**src/rtl/mem_pkg.sv**
```systemverilog
// Shared types and constants for the data-memory port: FSM states,
// byte-lane enable patterns and the MemSize encodings from the decoder.
package mem_pkg;

    typedef enum logic [1:0] {
        IDLE = 2'd0,
        BUS  = 2'd1,
        DONE = 2'd2
    } mem_state_e;

    localparam logic       SIZE_BYTE = 1'b0;
    localparam logic       SIZE_WORD = 1'b1;

    localparam logic [3:0] SEL_NONE  = 4'b0000;
    localparam logic [3:0] SEL_BYTE0 = 4'b0001;
    localparam logic [3:0] SEL_WORD  = 4'b1111;

    // Sign-extend one byte to a 32-bit load result.
    function automatic logic [31:0] sext8(input logic [7:0] b);
        return {{24{b[7]}}, b};
    endfunction

endpackage

```
**src/rtl/mem_lane_align.sv**
```systemverilog
// Combinational little-endian lane steering: byte enables and replicated
// store data on the way out, sign-extended byte extraction on the way in.
module mem_lane_align
    import mem_pkg::*;
(
    input  logic [1:0]  off_i,
    input  logic        size_i,
    input  logic [31:0] wdata_i,
    input  logic [31:0] wb_dat_i,
    output logic [3:0]  sel_o,
    output logic [31:0] sdat_o,
    output logic [31:0] ldat_o,
    output logic        misal_o
);

    // Word accesses use all lanes; byte accesses pick the lane named by the offset.
    always_comb begin
        sel_o   = SEL_NONE;
        sdat_o  = 32'd0;
        ldat_o  = 32'd0;
        misal_o = 1'b0;
        if (size_i == SIZE_WORD) begin
            sel_o   = SEL_WORD;
            sdat_o  = wdata_i;
            ldat_o  = wb_dat_i;
            misal_o = (off_i != 2'b00);
        end else begin
            sel_o  = SEL_BYTE0 << off_i;
            sdat_o = {4{wdata_i[7:0]}};
            case (off_i)
                2'd0:    ldat_o = sext8(wb_dat_i[7:0]);
                2'd1:    ldat_o = sext8(wb_dat_i[15:8]);
                2'd2:    ldat_o = sext8(wb_dat_i[23:16]);
                default: ldat_o = sext8(wb_dat_i[31:24]);
            endcase
        end
    end

endmodule

```
**src/rtl/data_mem_port.sv**
```systemverilog
// Wishbone-classic master executing decoder loads/stores. Holds the pipeline
// while an access is outstanding, aborts misaligned words and bus timeouts
// with err, and returns steered load data together with a one-cycle done.
module data_mem_port
    import mem_pkg::*;
#(
    parameter int unsigned TIMEOUT_CYCLES = 255
) (
    input  logic        clk,
    input  logic        reset,
    input  logic        mem_read,
    input  logic        mem_write,
    input  logic        mem_size,
    input  logic [31:0] addr,
    input  logic [31:0] wdata,
    output logic        stall,
    output logic        done,
    output logic [31:0] rdata,
    output logic        err,
    output logic        wb_cyc_o,
    output logic        wb_stb_o,
    output logic        wb_we_o,
    output logic [31:0] wb_adr_o,
    output logic [31:0] wb_dat_o,
    output logic [3:0]  wb_sel_o,
    input  logic [31:0] wb_dat_i,
    input  logic        wb_ack_i
);

    localparam int unsigned      CNT_W  = (TIMEOUT_CYCLES < 2) ? 1 : $clog2(TIMEOUT_CYCLES + 1);
    localparam logic [CNT_W-1:0] TO_LIM = CNT_W'(TIMEOUT_CYCLES);
    localparam logic             TO_EN  = (TIMEOUT_CYCLES != 0);

    mem_state_e       state_q;
    logic             cyc_q;
    logic             we_q;
    logic [31:0]      adr_q;
    logic [31:0]      dat_q;
    logic [3:0]       sel_q;
    logic [1:0]       off_q;
    logic             size_q;
    logic             done_q;
    logic             err_q;
    logic [31:0]      rdata_q;
    logic [CNT_W-1:0] cnt_q;
    logic [CNT_W-1:0] cnt_d;

    logic             req;
    logic [1:0]       al_off;
    logic             al_size;
    logic [3:0]       al_sel;
    logic [31:0]      al_sdat;
    logic [31:0]      al_ldat;
    logic             al_misal;

    assign req = mem_read | mem_write;

    // Live request fields steer lanes in IDLE; the latched ones steer the returning load.
    always_comb begin
        al_off  = off_q;
        al_size = size_q;
        cnt_d   = cnt_q + 1'b1;
        if (state_q == IDLE) begin
            al_off  = addr[1:0];
            al_size = mem_size;
        end
    end

    mem_lane_align u_align (
        .off_i    (al_off),
        .size_i   (al_size),
        .wdata_i  (wdata),
        .wb_dat_i (wb_dat_i),
        .sel_o    (al_sel),
        .sdat_o   (al_sdat),
        .ldat_o   (al_ldat),
        .misal_o  (al_misal)
    );

    // Access FSM with registered bus signals, completion pulses and timeout counter.
    always_ff @(posedge clk or negedge reset) begin
        if (!reset) begin
            state_q <= IDLE;
            cyc_q   <= 1'b0;
            we_q    <= 1'b0;
            adr_q   <= 32'd0;
            dat_q   <= 32'd0;
            sel_q   <= SEL_NONE;
            off_q   <= 2'd0;
            size_q  <= SIZE_BYTE;
            done_q  <= 1'b0;
            err_q   <= 1'b0;
            rdata_q <= 32'd0;
            cnt_q   <= '0;
        end else begin
            case (state_q)
                IDLE: begin
                    if (req) begin
                        if (al_misal) begin
                            state_q <= DONE;
                            done_q  <= 1'b1;
                            err_q   <= 1'b1;
                            rdata_q <= 32'd0;
                        end else begin
                            state_q <= BUS;
                            cyc_q   <= 1'b1;
                            we_q    <= mem_write;
                            adr_q   <= {addr[31:2], 2'b00};
                            sel_q   <= al_sel;
                            dat_q   <= mem_write ? al_sdat : 32'd0;
                            off_q   <= addr[1:0];
                            size_q  <= mem_size;
                            cnt_q   <= '0;
                        end
                    end
                end
                BUS: begin
                    if (wb_ack_i) begin
                        state_q <= DONE;
                        cyc_q   <= 1'b0;
                        done_q  <= 1'b1;
                        err_q   <= 1'b0;
                        rdata_q <= we_q ? 32'd0 : al_ldat;
                    end else begin
                        cnt_q <= cnt_d;
                        if (TO_EN && (cnt_d == TO_LIM)) begin
                            state_q <= DONE;
                            cyc_q   <= 1'b0;
                            done_q  <= 1'b1;
                            err_q   <= 1'b1;
                            rdata_q <= 32'd0;
                        end
                    end
                end
                DONE: begin
                    state_q <= IDLE;
                    done_q  <= 1'b0;
                    err_q   <= 1'b0;
                end
                default: begin
                    state_q <= IDLE;
                    cyc_q   <= 1'b0;
                    done_q  <= 1'b0;
                    err_q   <= 1'b0;
                end
            endcase
        end
    end

    assign stall    = ((state_q == IDLE) && req) || (state_q == BUS);
    assign done     = done_q;
    assign err      = err_q;
    assign rdata    = rdata_q;
    assign wb_cyc_o = cyc_q;
    assign wb_stb_o = cyc_q;
    assign wb_we_o  = we_q;
    assign wb_adr_o = adr_q;
    assign wb_dat_o = dat_q;
    assign wb_sel_o = sel_q;

endmodule

```
**config.mk**
```make
export PLATFORM = sky130hd
export DESIGN_NAME = data_mem_port
export DESIGN_NICKNAME = d
export VERILOG_FILES = /design/src/rtl/mem_pkg.sv /design/src/rtl/mem_lane_align.sv /design/src/rtl/data_mem_port.sv
export SDC_FILE = /design/constraint.sdc
export NUM_CORES = 1
export LEC_CHECK = 0
export ABC_AREA = 1
export BUFFER_PORTS_ARGS = -buffer_cell sky130_fd_sc_hd__buf_2
export CAP_MARGIN = 0
export CORE_MARGIN = 2
export CORE_UTILIZATION = 46
export CTS_BUF_LIST = sky130_fd_sc_hd__clkbuf_4 sky130_fd_sc_hd__clkbuf_8
export DETAILED_ROUTE_END_ITERATION = 7
export GPL_ROUTABILITY_DRIVEN = 1
export PLACE_DENSITY = 0.79
export SLEW_MARGIN = 0
export SYNTH_ARGS = -nofsm -noshare
export SYNTH_HDL_FRONTEND = slang
export SYNTH_HIERARCHICAL = 1
export SYNTH_SLANG_ARGS = --single-unit
export TNS_END_PERCENT = 1
```
**constraint.sdc**
```tcl
create_clock -name clk -period 2.49 [get_ports clk]
set_input_delay 0.3735 -clock clk [delete_from_list [all_inputs] [get_ports clk]]
set_output_delay 0.3735 -clock clk [all_outputs]
set_load 0.02 [all_outputs]
```
# --- After elaboration in Yosys (flattened, before gate mapping) ---
# Cells that the tools add are included.
totals:
  ff_bits: 115
  inputBits: 102
  out_inout_bits: 106
  word_cells: 74
op_classes:
  addsub: 1
  n_eq_ne: 10
  shifts: 1
  muxes: 35
  n_bitwise: 3
  reduce_logical: 12
op_table:
  columns: ["cell", "count"]
  rows:
  - ["$mux 32", 8]
  - ["$pmux 32 s3", 1]
  - ["$pmux 32 s2", 1]
  - ["$mux 8", 3]
  - ["$pmux 8 s2", 1]
  - ["$reduce_and 4->1", 3]
  - ["$mux 1", 11]
  - ["$mux 2", 5]
  - ["$add 8x1->8 const B", 1]
  - ["$eq 8x8->1 const B", 1]
  - ["$ne 2x2->1 const B", 4]
  - ["$reduce_and 3->1", 2]
  - ["$eq 2x1->1 const B", 2]
  - ["$eq 2x2->1 const B", 2]
  - ["$logic_not 2->1", 2]
  - ["$mux 4", 1]
  - ["$pmux 1 s2", 2]
  - ["$pmux 2 s2", 1]
  - ["$reduce_bool 2->1", 2]
  - ["$shl 1x2->4 const A", 1]
  - ["$ne 3x3->1 const B", 1]
  - ["$pmux 1 s3", 1]
  - ["$not 1->1", 2]
  - ["$reduce_and 2->1", 1]
  - ["3 further kinds", 3]

# --- Depth between registers and ports, before layout ---
logic_depth:
  word_depth: 8
  depth_mapped: 16
  ltp_nobuf: 12

# --- Hierarchy ---
# Netlist, hierarchy kept.
modules_own_cells:
  columns: ["module", "n_inst", "cells_each", "area_per_inst_um2", "seq_area_each_um2"]
  rows:
  - ["data_mem_port", 1, 546, 4727.0, 2877.8]
  - ["mem_lane_align", 1, 207, 904.6, 0.0]

# --- Worst setup path before layout ---
# Ideal clock, no wire load.
synth_timing:
  path_kind: "register to register"
  from: "register state_q[1]"
  to: "register rdata_q[11], in the netlist rdata[11]"
  setup_time_ns: 0.117
  t_arrival_ns: 2.258
  required_ns: 2.373
  slack_ns: 0.115
  path_stages_with_launch: 12
  n_path_buf: 1
  period_less_slack_ns: 2.375
  cell_sequence: "dfrtp_1 nor2_2 inv_2 o21ai_0 nor2_4 nor2_1 nor2_4 nor2_1 nand3_4 buf_6 nand2_1 nand2_1"
synth_via:
  word_cells_on_any_way: 19
  classes_between: "eq/ne (6); mux (8); reduce/logical (5)"
synth_rtl:
  columns: ["item", "line", "source"]
  rows:
  - ["start: declaration", "data_mem_port.sv:34", "mem_state_e state_q;"]
  - ["start signal: assignment", "data_mem_port.sv:83", "state_q <= IDLE;"]
  - ["start signal: assignment", "data_mem_port.sv:100", "state_q <= DONE;"]
  - ["start signal: assignment", "data_mem_port.sv:105", "state_q <= BUS;"]
  - ["$logic_not 2->1", "data_mem_port.sv:63", "if (state_q == IDLE) begin"]
  - ["$mux 2", "data_mem_port.sv:63", null]
  - ["named net al_off[1]", "data_mem_port.sv:49", "logic [1:0] al_off;"]
  - ["$reduce_bool 2->1", "mem_lane_align.sv:26", "misal_o = (off_i != 2'b00);"]
  - ["$mux 1", "mem_lane_align.sv:22", "if (size_i == SIZE_WORD) begin"]
  - ["named net al_misal", "data_mem_port.sv:54", "logic al_misal;"]
  - ["$ne 2x2->1 (no line)", null, null]
  - ["$reduce_and 4->1 (no line)", null, null]
  - ["end signal: assignment", "data_mem_port.sv:123", "rdata_q <= we_q ? 32'd0 : al_ldat;"]
  - ["end: declaration", "data_mem_port.sv:44", "logic [31:0] rdata_q;"]
# The timed path passes the listed nets, and every way through them passes these cells.
# A chain may end at the register's enable or synchronous reset.

# --- Final worst setup path ---
layout_timing:
  from: "register state_q[1]"
  to: "register rdata_q[19], in the netlist rdata[19]"
# Same word-level chain as after synthesis.

==> results.md <==
- **crit path kind** register to register
- **Starting DRT DRC Count** 507
- **share of synthesized area occupied by flip-flops and latches** 51.1%
- **Lkg Pwr** 4.30 nW
- **register-to-register setup slack** 0.16 ns
- **overall fraction of global-route tracks in use** 24.3%
- **kind of end point of the critical path** register
- **effective utilization at floorplan** 47.1%
- **clock tree from TritonCTS** built
- **class of the most critical hold timing path** primary input to register
- **RR Endpoint** rdata[19]$_DFFE_PN0P_
- **post-detailed-placement half-perimeter wirelength** 10800 um
- **status** completed
- **crit-path max cell delay** 0.42 ns
- **peak supply drop** 0.612 mV
- **Critical Path Fanout Max** 34
- **via density per instance** 4.99
- **number of remaining DRC errors** 0
- **upper clock frequency limit** 430 MHz
- **worst hold slack** 0.144 ns
- **synth cell count leaders** nand2_1 (430), dfrtp_1 (115), nand3_1 (51), nor2_1 (27), inv_1 (24)
- **number of synthesized register bits** 115
- **final setup skew** 0.0121 ns
- **Critical-path top delay cell** dfrtp_1
- **clock tree sinks** 115
- **overall die width** 115 um
- **GP Congestion** 0.922
- **TritonRoute pass-1 iters** 5
- **data arrival time at the worst-slack endpoint** 2.65 ns
- **htree depth** 4
- **total of buffers placed on input and output ports** 205
- **crit share post-route** 93.5%
- **Crit path top cell by count** nor2_4
- **largest net degree at the start of global routing** 65
- **worst setup slack after layout** 0.163 ns
- **Worst Min Path Start** addr[18]
- **Worst Hold End** wb_adr_o[18]$_DFFE_PN0P_
- **fraction of layout instances using a drive strength above 1** 29.0%
- **count of cells along the worst hold path** 3
- **Worst Max-Slew Pin Slew** 0.731 ns
- **number of vias in the routed layout** 5513
- **cell breakdown of the critical path** nor2_2 > inv_2 > o21ai_2 > nor2_4 > nor2_1 > nor2_4 > buf_4 > nor2_4 > nand3_2 > nand2_1 > nand2_1
- **worst setup slack before clock tree synthesis** -0.0606 ns
- **most numerous cell in the Yosys netlist** nand2_1
- **fraction of synthesis flops using an asynchronous set or reset pin** 100%
- **chip height** 115 um
- **Worst setup startpoint** state_q[1]$_DFFE_PN0P_
- **floorplan die area** 0.0131 sq mm
- **WP data required** 2.81 ns
- **largest area contributor in the synthesized netlist** dfrtp_1
- **Num CTS Buffers** 17
- **count of different cell masters after synthesis** 28
- **Total Wirelength** 15800 um
- **antenna violation net count after detailed routing** 0
- **vias in the first global route** 5065
- **number of core rows** 40
- **global-route wire length before repair** 24900 um
- **average footprint of a synthesized cell** 7.48 sq um
- **number of top-level pins** 208
- **top cells by area in the synthesized netlist** dfrtp_1 (51%), nand2_1 (29%), nand3_1 (4.5%)
- **final routed wire length divided by cell count** 14.3 um
- **initial antenna violation count** 0
- **power per cell area** 1480 mW/mm^2
- **Clock Latency Late Sink** 0.43 ns
- **Slew HR** 51.2%
- **Main synth FF type** dfrtp_1
- **fraction of post-synthesis cell area in the top cell type by area** 51.1%
- **post-synthesis instance area** 0.00563 sq mm
- **grt total ovfl** 0
- **final worst path period need** 2.33 ns
- **Area growth, synth to finish** 27.3%
- **gate count of the mapped netlist** 753
- **max capacitance violation total** 0
- **buffer depth of the longest clock path** 2
- **cell count of the worst reg-to-reg path** 11
- **net count of the finished layout** 1050
- **total design power** 10.6 mW
- **count of endpoints failing hold in the final timing report** 0
- **startpoint of the most critical register-to-register path** state_q[1]$_DFFE_PN0P_
- **number of max-slew violations in the final report** 0
- **Placeable Area** 0.0120 sq mm
- **Ant. Diodes** 0
- **buffer cell driving the clock tree root** clkbuf_8
- **number of enable flip-flop cells after synthesis** 0
- **count of endpoints failing setup in the final report** 0
- **Synth warnings** 6
- **kind of start point of the critical path** register
- **Reg clk slew, reported paths** 0.07 ns
## sequential cells by signal, summed over array words and instances (netlist names)
register	cells
wb_cyc_o	1
wb_adr_o	30
err	1
wb_we_o	1
off_q	2
wb_sel_o	4
cnt_q	8
state_q	2
rdata	32
done	1
wb_dat_o	32
size_q	1
## timing repair
item / in CTS / in global routing
pin swaps: 1 / 3
gates resized for setup: 1 / 4
cloned: 1 / 2
endpoints found under the hold margin: 36 / 0
setup buffers: 0 / 0
endpoints found under the setup margin: 54 / 42
hold buffers: 1 / 0
## layout make-up
cell class	instances	area [sq um]
inverter	27	101
clock inverter	12	163
sequential	115	2880
multi-input combinational	567	2420
fill	1174	4790
tap	147	184
clock buffer	19	255
timing repair buffer	218	1170
## how the worst max path moves through the flow
stage / depth (start not counted) / end
finish: 11 / rdata[19]$_DFFE_PN0P_
global route: 13 / off_q[1]$_DFFE_PN0P_
CTS: 11 / rdata[20]$_DFFE_PN0P_
detailed placement: 13 / off_q[1]$_DFFE_PN0P_
global placement: 11 / rdata[22]$_DFFE_PN0P_
floorplan: 11 / rdata[11]$_DFFE_PN0P_
## report_power, final
| group | leakage (nW) | total (mW) | internal, mW | switching [mW] |
|---|---|---|---|---|
| registers | 1.49 | 3.19 | 2.71 | 0.483 |
| logic | 2.59 | 5.61 | 1.69 | 3.92 |
| clock network | 0.218 | 1.85 | 1.11 | 0.741 |
| total | 4.30 | 10.6 | 5.50 | 5.14 |
## layer usage
metal / track usage (%) / wire [um] / up-vias
met5: 0 / 0 / -
met1: 33.4 / 7100 / 2573
li1: - / - / 2695
met3: 5.19 / 924 / 28
met4: 10.2 / 395 / 0
met2: 37.4 / 7380 / 217
## layout by cell type, fill, tap and decap left out, types with 5 or more instances in the layout
cell type | netlist | layout
inv_1 | 24 | 24
nand3_1 | 51 | 51
dfrtp_1 | 115 | 115
o21ai_0 | 22 | 19
nor2_4 | 4 | 5
nand2_1 | 430 | 430
nand2_2 | 6 | 6
buf_4 | 11 | 10
buf_2 | 12 | 204
nor2_1 | 27 | 26
clkinv_2 | 0 | 7
clkbuf_8 | 0 | 18
## per-stage QoR
step                      util [%]  instance area [sq um]  cells  TNS (ns)
after floorplan                  -                   5640    754         0
after global placement        56.0                   6700   1070         0
after detailed placement      56.0                   6700   1070    -0.753
after CTS                     59.6                   7130   1103  -0.00724
after global routing          60.0                   7170   1105  -0.00648
final                         60.0                   7170   1105         0
## kinds of logic (layout without fill, tap and decap cells)
| family | after synthesis | count (layout) | synth area share [%] |
|---|---|---|---|
| and+or+nand+nor | 529 | 532 | 38.4 |
| DFF | 115 | 115 | 51.1 |
| buffers and inverters | 75 | 276 | 7.09 |
| AOI/OAI and AO/OA | 31 | 31 | 2.91 |
| adders and majority gates | 2 | 2 | 0.444 |
| other | 1 | 2 | 0.0666 |
## worst max-delay path, delay by kind of cell, from the launching register on
family / cells / cell delay, ns
AOI/OAI and AO/OA: 1 / 0.20
buffers and inverters: 2 / 0.37
DFF: 1 / 0.42
and+or+nand+nor: 8 / 1.23
Power figures use the tool's default switching activity.
